$ cat src/rtl/stopwatch_pkg.sv
// rtl/stopwatch_pkg.sv - shared state encoding and default constants for the stopwatch
package stopwatch_pkg;

    typedef enum logic [2:0] {
        IDLE    = 3'b100,
        CLEAR   = 3'b010,
        RUNNING = 3'b001
    } state_t;

    localparam int DEFAULT_TICK_DIV        = 100;
    localparam int DEFAULT_DEBOUNCE_CYCLES = 16;

endpackage

$ cat src/rtl/stopwatch_ctrl_btn.sv
// rtl/stopwatch_ctrl_btn.sv - button conditioner: synchroniser, optional debounce, press edge
// Debounce filter present only when STOPWATCH_DEBOUNCE_EN is defined.
module btn_conditioner #(
    parameter int DEBOUNCE_CYCLES = 16
) (
    input  logic clk,
    input  logic nrst,
    input  logic btn_raw,
    output logic press
);

    logic r_sync1;
    logic r_sync2;
    logic r_level_d;
    logic r_press;
    logic w_level;

    always_ff @(posedge clk) begin
        if (!nrst) begin
            r_sync1 <= 1'b0;
            r_sync2 <= 1'b0;
        end else begin
            r_sync1 <= btn_raw;
            r_sync2 <= r_sync1;
        end
    end

`ifdef STOPWATCH_DEBOUNCE_EN
    localparam int CW = (DEBOUNCE_CYCLES > 1) ? $clog2(DEBOUNCE_CYCLES) : 1;

    logic [CW-1:0] r_db_cnt;
    logic          r_filt;

    // Counter tracks consecutive samples that disagree with the accepted level.
    always_ff @(posedge clk) begin
        if (!nrst) begin
            r_db_cnt <= '0;
            r_filt   <= 1'b0;
        end else if (r_sync2 != r_filt) begin
            if (r_db_cnt == CW'(DEBOUNCE_CYCLES - 1)) begin
                r_filt   <= r_sync2;
                r_db_cnt <= '0;
            end else begin
                r_db_cnt <= r_db_cnt + 1'b1;
            end
        end else begin
            r_db_cnt <= '0;
        end
    end

    assign w_level = r_filt;
`else
    logic w_unused_debounce;
    assign w_unused_debounce = (DEBOUNCE_CYCLES > 0);
    assign w_level           = r_sync2;
`endif

    // Registered rising edge: a held button yields exactly one press.
    always_ff @(posedge clk) begin
        if (!nrst) begin
            r_level_d <= 1'b0;
            r_press   <= 1'b0;
        end else begin
            r_level_d <= w_level;
            r_press   <= w_level & ~r_level_d;
        end
    end

    assign press = r_press;

endmodule

$ cat src/rtl/stopwatch_ctrl.sv
// rtl/stopwatch_ctrl.sv - stopwatch control: button handling, IDLE/CLEAR/RUNNING FSM, second prescaler
// Button debounce enabled by defining STOPWATCH_DEBOUNCE_EN.
module stopwatch_ctrl
    import stopwatch_pkg::*;
#(
    parameter int TICK_DIV        = DEFAULT_TICK_DIV,
    parameter int DEBOUNCE_CYCLES = DEFAULT_DEBOUNCE_CYCLES
) (
    input  logic       clk,
    input  logic       nrst,
    input  logic       start_stop,
    input  logic       clear_btn,
    output logic [2:0] state,
    output logic       sec_pulse
);

    localparam int             PW   = $clog2(TICK_DIV);
    localparam logic [PW-1:0]  LAST = PW'(TICK_DIV - 1);

    logic          w_start_press;
    logic          w_clear_press;
    state_t        r_state;
    state_t        w_next;
    logic [PW-1:0] r_presc;
    logic          r_pulse;

    btn_conditioner #(.DEBOUNCE_CYCLES(DEBOUNCE_CYCLES)) u_start_btn (
        .clk     (clk),
        .nrst    (nrst),
        .btn_raw (start_stop),
        .press   (w_start_press)
    );

    btn_conditioner #(.DEBOUNCE_CYCLES(DEBOUNCE_CYCLES)) u_clear_btn (
        .clk     (clk),
        .nrst    (nrst),
        .btn_raw (clear_btn),
        .press   (w_clear_press)
    );

    always_ff @(posedge clk) begin
        if (!nrst) begin
            r_state <= IDLE;
        end else begin
            r_state <= w_next;
        end
    end

    always_comb begin
        w_next = IDLE;
        case (r_state)
            IDLE: begin
                if (w_clear_press) begin
                    w_next = CLEAR;
                end else if (w_start_press) begin
                    w_next = RUNNING;
                end else begin
                    w_next = IDLE;
                end
            end
            RUNNING: w_next = w_start_press ? IDLE : RUNNING;
            CLEAR:   w_next = IDLE;
            default: w_next = IDLE;
        endcase
    end

    // Pausing holds the partial count so resuming finishes the current second.
    always_ff @(posedge clk) begin
        if (!nrst) begin
            r_presc <= '0;
            r_pulse <= 1'b0;
        end else begin
            r_pulse <= (r_state == RUNNING) && (r_presc == LAST);
            case (r_state)
                RUNNING: r_presc <= (r_presc == LAST) ? '0 : r_presc + 1'b1;
                IDLE:    r_presc <= r_presc;
                default: r_presc <= '0;
            endcase
        end
    end

    assign state     = r_state;
    assign sec_pulse = r_pulse;

endmodule
$ cat config.mk
export PLATFORM = sky130hd
export DESIGN_NAME = stopwatch_ctrl
export DESIGN_NICKNAME = d
export VERILOG_FILES = /design/src/rtl/stopwatch_pkg.sv /design/src/rtl/stopwatch_ctrl_btn.sv /design/src/rtl/stopwatch_ctrl.sv
export SDC_FILE = /design/constraint.sdc
export NUM_CORES = 1
export LEC_CHECK = 0
export ABC_AREA = 1
export CAP_MARGIN = 15
export CORE_MARGIN = 2
export CORE_UTILIZATION = 42
export CTS_CLUSTER_DIAMETER = 100
export DETAILED_ROUTE_END_ITERATION = 8
export DONT_BUFFER_PORTS = 1
export PLACE_DENSITY = 0.64
export SLEW_MARGIN = 30
export SYNTH_ARGS = -nofsm -noshare
export SYNTH_HDL_FRONTEND = slang
export SYNTH_SLANG_ARGS = --single-unit
$ cat constraint.sdc
create_clock -name clk -period 3.4 [get_ports clk]
set_clock_uncertainty 0.15 [all_clocks]
set_input_delay 0.34 -clock clk [delete_from_list [all_inputs] [get_ports clk]]
set_output_delay 0.34 -clock clk [all_outputs]
set_load 0.05 [all_outputs]
=== After elaboration in Yosys (flattened, before gate mapping) ===
Index checks and enable logic that the tools add are counted.
W data, S select, Z words.

* Register bits after elaboration: 19
* Input bits: 4
* Output and inout port bits: 4

* Add/sub/neg operators: 1
* Equal/unequal tests: 3
* Mux-type cells: 6
* Bitwise logic cells: 4
* Reductions and logical operators: 1

{| class="wikitable"
|+ Operators with widths
! operator !! number
|-
| $pmux W7 S2 || 1
|-
| $mux W3 || 3
|-
| $add A7 B1 Y7 const B || 1
|-
| $eq A7 B7 Y1 const B || 1
|-
| $mux W7 || 1
|-
| $pmux W3 S2 || 1
|-
| $eq A3 B1 Y1 const B || 1
|-
| $eq A3 B3 Y1 const B || 1
|-
| $and A1 B1 Y1 || 2
|-
| $not A1 Y1 || 2
|-
| $logic_and A1 B1 Y1 || 1
|}

=== Longest topological paths before layout ===
* Depth in word-level cells: 3
* Depth in mapped cells: 6
* Depth with buffers taken out: 6

=== Hierarchy ===
From an unflattened synthesis, not the netlist that was laid out.

* Cell total of the unflattened synthesis: 99
* Area total of the unflattened synthesis: 773.2 sq um

{| class="wikitable"
|+ By module, submodules not included
! module !! instances !! cells an instance !! area an instance (sq um) !! sequential area each (sq um)
|-
| stopwatch_ctrl || 1 || 77 || 555.5 || 220.2
|-
| btn_conditioner || 2 || 11 || 108.9 || 80.1
|}

=== Least setup slack after synthesis ===
Ideal clock, no wire load.

* Kind: reg2reg
* Start point: register r_state[0], in the netlist state[0]
* End point: register r_state[2], in the netlist state[2]
* Data arrival time: 1159 ps
* Setup slack: 1969 ps
* Stages on the path, launching flop included: 6
* Cell sequence: dfxtp_1 -> nand2_2 -> inv_1 -> nand2_1 -> a21oi_1 -> o31ai_1

* Longest elaborated chain between the ends: 2
* Elaborated cells between the ends (all ways): 3
* Classes of those cells: eq/ne (2); mux (1)

{| class="wikitable"
|+ Ends and longest elaborated chain
! item !! RTL line !! RTL
|-
| start: declaration || stopwatch_ctrl.sv:22 || <nowiki>state_t r_state;</nowiki>
|-
| start signal: assignment || stopwatch_ctrl.sv:45 || <nowiki>r_state <= w_next;</nowiki>
|-
| $eq A3 B1 Y1 or $eq A3 B3 Y1 (tied branches) || stopwatch_ctrl.sv:51 || <nowiki>case (r_state)</nowiki>
|-
| $pmux W3 S2 (*) || stopwatch_ctrl.sv:51 ||
|}

Every way passes the cells marked *; elsewhere a longest branch is shown, timed or not.
A chain may end at the register's enable or synchronous reset.

=== Final worst setup path ===
Same ends and word-level chain as after synthesis.

==> impl_metrics.toml <==
[status]
outcome = "completed"

[cts]
path_clk_slew_ns = 0.11
cts_root_buf = "clkbuf_4"
htree_levels = 1
numCtsBuffers = 3
clkSinkCount = 19
cts_tree = "done"
clk_path_buf_depth = 2
clk_latency_ns = 0.30
postCtsSetupBuffers = 0

[sta]
finalHoldViolations = 0
rsz0062_at_grt = "false"
setup_viol = 0
tns_ns = 0
finalCriticalPeriod_ns = 1.567
relSlewSlack_pct = 63.27
max_freq_ghz = 0.6382
worstMarginPinSlew_ns = 0.5502
fin_crit_sh_pct = 46.09
drv_slew = 0

[global_routing]
antenna_found_initial = 0
grt_use_total_pct = 15.02
grt-ovfl-total = 0
grt_pass1_wl_um = 2242
grt_pass1_vias = 551
grt_max_degree = 13

[setup_path]
worst_ep_required_time_ns = 3.45
worst_path_max_delay_cell = "dfxtp_1"
arrival_ns = 1.62
worstPathCellList = "nand2_2 > inv_1 > nand2_1 > a21oi_1 > o31ai_1"
crit_type = "reg -> reg"
cp-end-kind = "flop"
max_stage_delay_ns = 0.69
critPathLaunchType = "flop"
critPathMaxFanout = 4

[detailed_routing]
viasPerCell = 4.585
drt_first_pass_iters = 4
wire_per_inst_um = 9.238
num_vias = 596
drc = 0
routed_wl_um = 1201
ant_nets = 0
drtIter0Drc = 6

[place]
post-dp-hpwl_um = 858.8
portBuffers = 0
place_congestion = 0.8248
dp.cells = 123
place_area_sq_um = 787.0

[logic_synthesis]
synth_edf_count = 0
synth_top_family_by_area = "simple AND/OR/NAND/NOR gates"
synth_simple_gate_area_share_pct = 27.87
synth-xor-area-share_pct = 0
synth_area_leaders = "dfxtp_1, nand2_1, inv_1"
ys_warn_count = 0
syn_inst = 99
synth_compound_area_share_pct = 11.31
synthArstFlopShare_pct = 0
synth_area_leader_cell = "dfxtp_1"
yosysMostFrequentCell = "nand2_1"
synthAdderAreaFrac_pct = 1.639
syn_area_sq_um = 763.2
ys_types = 20
yosys-top-cells-count = "nand2_1, dfxtp_1, inv_1"
ys_seq_elements = 19
syn_nets = 104
seq_area_frac_synth_pct = 49.84
synthMuxAreaShare_pct = 0
syn_avg_cell_area_sq_um = 7.709
synthFlopType = "dfxtp_1"
synth_top_area_share_pct = 49.84

[job]
cap_violations = 0

[power]
power_density_mw_per_mm2 = 435.6
p_leak_nw = 0.3557
p_total_mw = 0.3690
peakVddDrop_mv = 0.2335

[die]
ios = 8
initial_core_util_pct = 44.20
die_area_sq_mm = 0.002174
core_sq_mm = 0.001727
die_w_um = 46.63
num_rows = 15
die_h_um = 46.63

[finish]
antennaDiodeCount = 0
syn_to_final_growth_pct = 10.98
instances_no_fill = 130
drive_gt1_share_pct = 13.33
nets = 111
design_area_sq_um = 847.1

[hold_path]
hp-class = "in -> reg"
[worst max-delay path, delay by kind of cell (launching register included)]
| family | cells | cell delay [ns] |
|---|---|---|
| buffers and inverters | 1 | 0.16 |
| AOI/OAI and AO/OA | 2 | 0.21 |
| DFF | 1 | 0.69 |
| and+or+nand+nor | 2 | 0.26 |
[logic make-up (layout without fill, tap and decap cells)]
logic type | after synthesis | in the layout
buf+inv | 18 | 24
simple gates | 47 | 47
flops | 19 | 19
fa+ha+maj | 1 | 1
compound gates | 14 | 14
[layout make-up]
class	count	area, sq um
clock buffer	3	22.52
clock inverter	1	7.507
fill	184	879.6
inverter	17	63.81
multi-input combinational	62	311.5
sequential	19	380.4
tap	25	31.28
timing repair buffer	3	30.03
[stage by stage]
step	util, %	hold slack [ns]	worst slack, ns
after CTS	49.06	0.002640	1.825
final	49.06	0.01099	1.833
after floorplan	-	0.2180	1.969
after global placement	45.58	0.2228	1.863
after global routing	49.06	0.01499	1.715
after detailed placement	45.58	0.2262	1.842
[repair_timing]
item,4_1_cts,5_1_grt
hold buffers,3,0
endpoints found under the hold margin,6,0
resized for setup,0,0
[flip-flops by register name, indices dropped and copies added (netlist names)]
name	count
sec_pulse	1
u_start_btn.r_sync1	1
r_presc	7
u_clear_btn.r_sync2	1
u_clear_btn.press	1
u_start_btn.press	1
u_start_btn.r_level_d	1
state	3
u_clear_btn.r_sync1	1
u_start_btn.r_sync2	1
u_clear_btn.r_level_d	1
[path summary, 6_finish.rpt]
kind,start,end,slack (ns),depth (start not counted)
min,nrst,r_presc[0],0.01,2
max reg2reg,state[0],state[2],1.83,5
max,state[0],state[2],1.83,5
min reg2reg,u_start_btn.r_level_d,u_start_btn.press,0.24,1
[placed cells by master, fill, tap and decap left out, drive strengths merged]
cell type / synthesis / final
o21ai: 4 / 4
dlygate4sd3: 0 / 3
o31ai: 1 / 1
a21oi: 8 / 8
nor2: 10 / 10
inv: 17 / 17
dfxtp: 19 / 19
o21bai: 1 / 1
clkbuf: 0 / 3
nand2: 27 / 27
nand3: 7 / 7
ha: 1 / 1
nor4: 1 / 1
nor3: 2 / 2
clkinvlp: 0 / 1
[power by group]
| group | leakage, nW | total [mW] | internal (mW) | switching (mW) |
|---|---|---|---|---|
| logic | 0.187 | 0.0157 | 0.00591 | 0.00982 |
| clock network | 0.0139 | 0.119 | 0.0449 | 0.0738 |
| registers | 0.154 | 0.235 | 0.227 | 0.00717 |
[routing by layer]
metal | track usage (%) | share of wire [%] | vias to the layer above
li1 | - | - | 320
met1 | 21.09 | 54 | 256
met2 | 19.72 | 38 | 15
met3 | 3.922 | 5.1 | 5
met4 | 10.00 | 3.0 | 0
met5 | 0 | 0 | -
(Power assumes the default switching activity.)
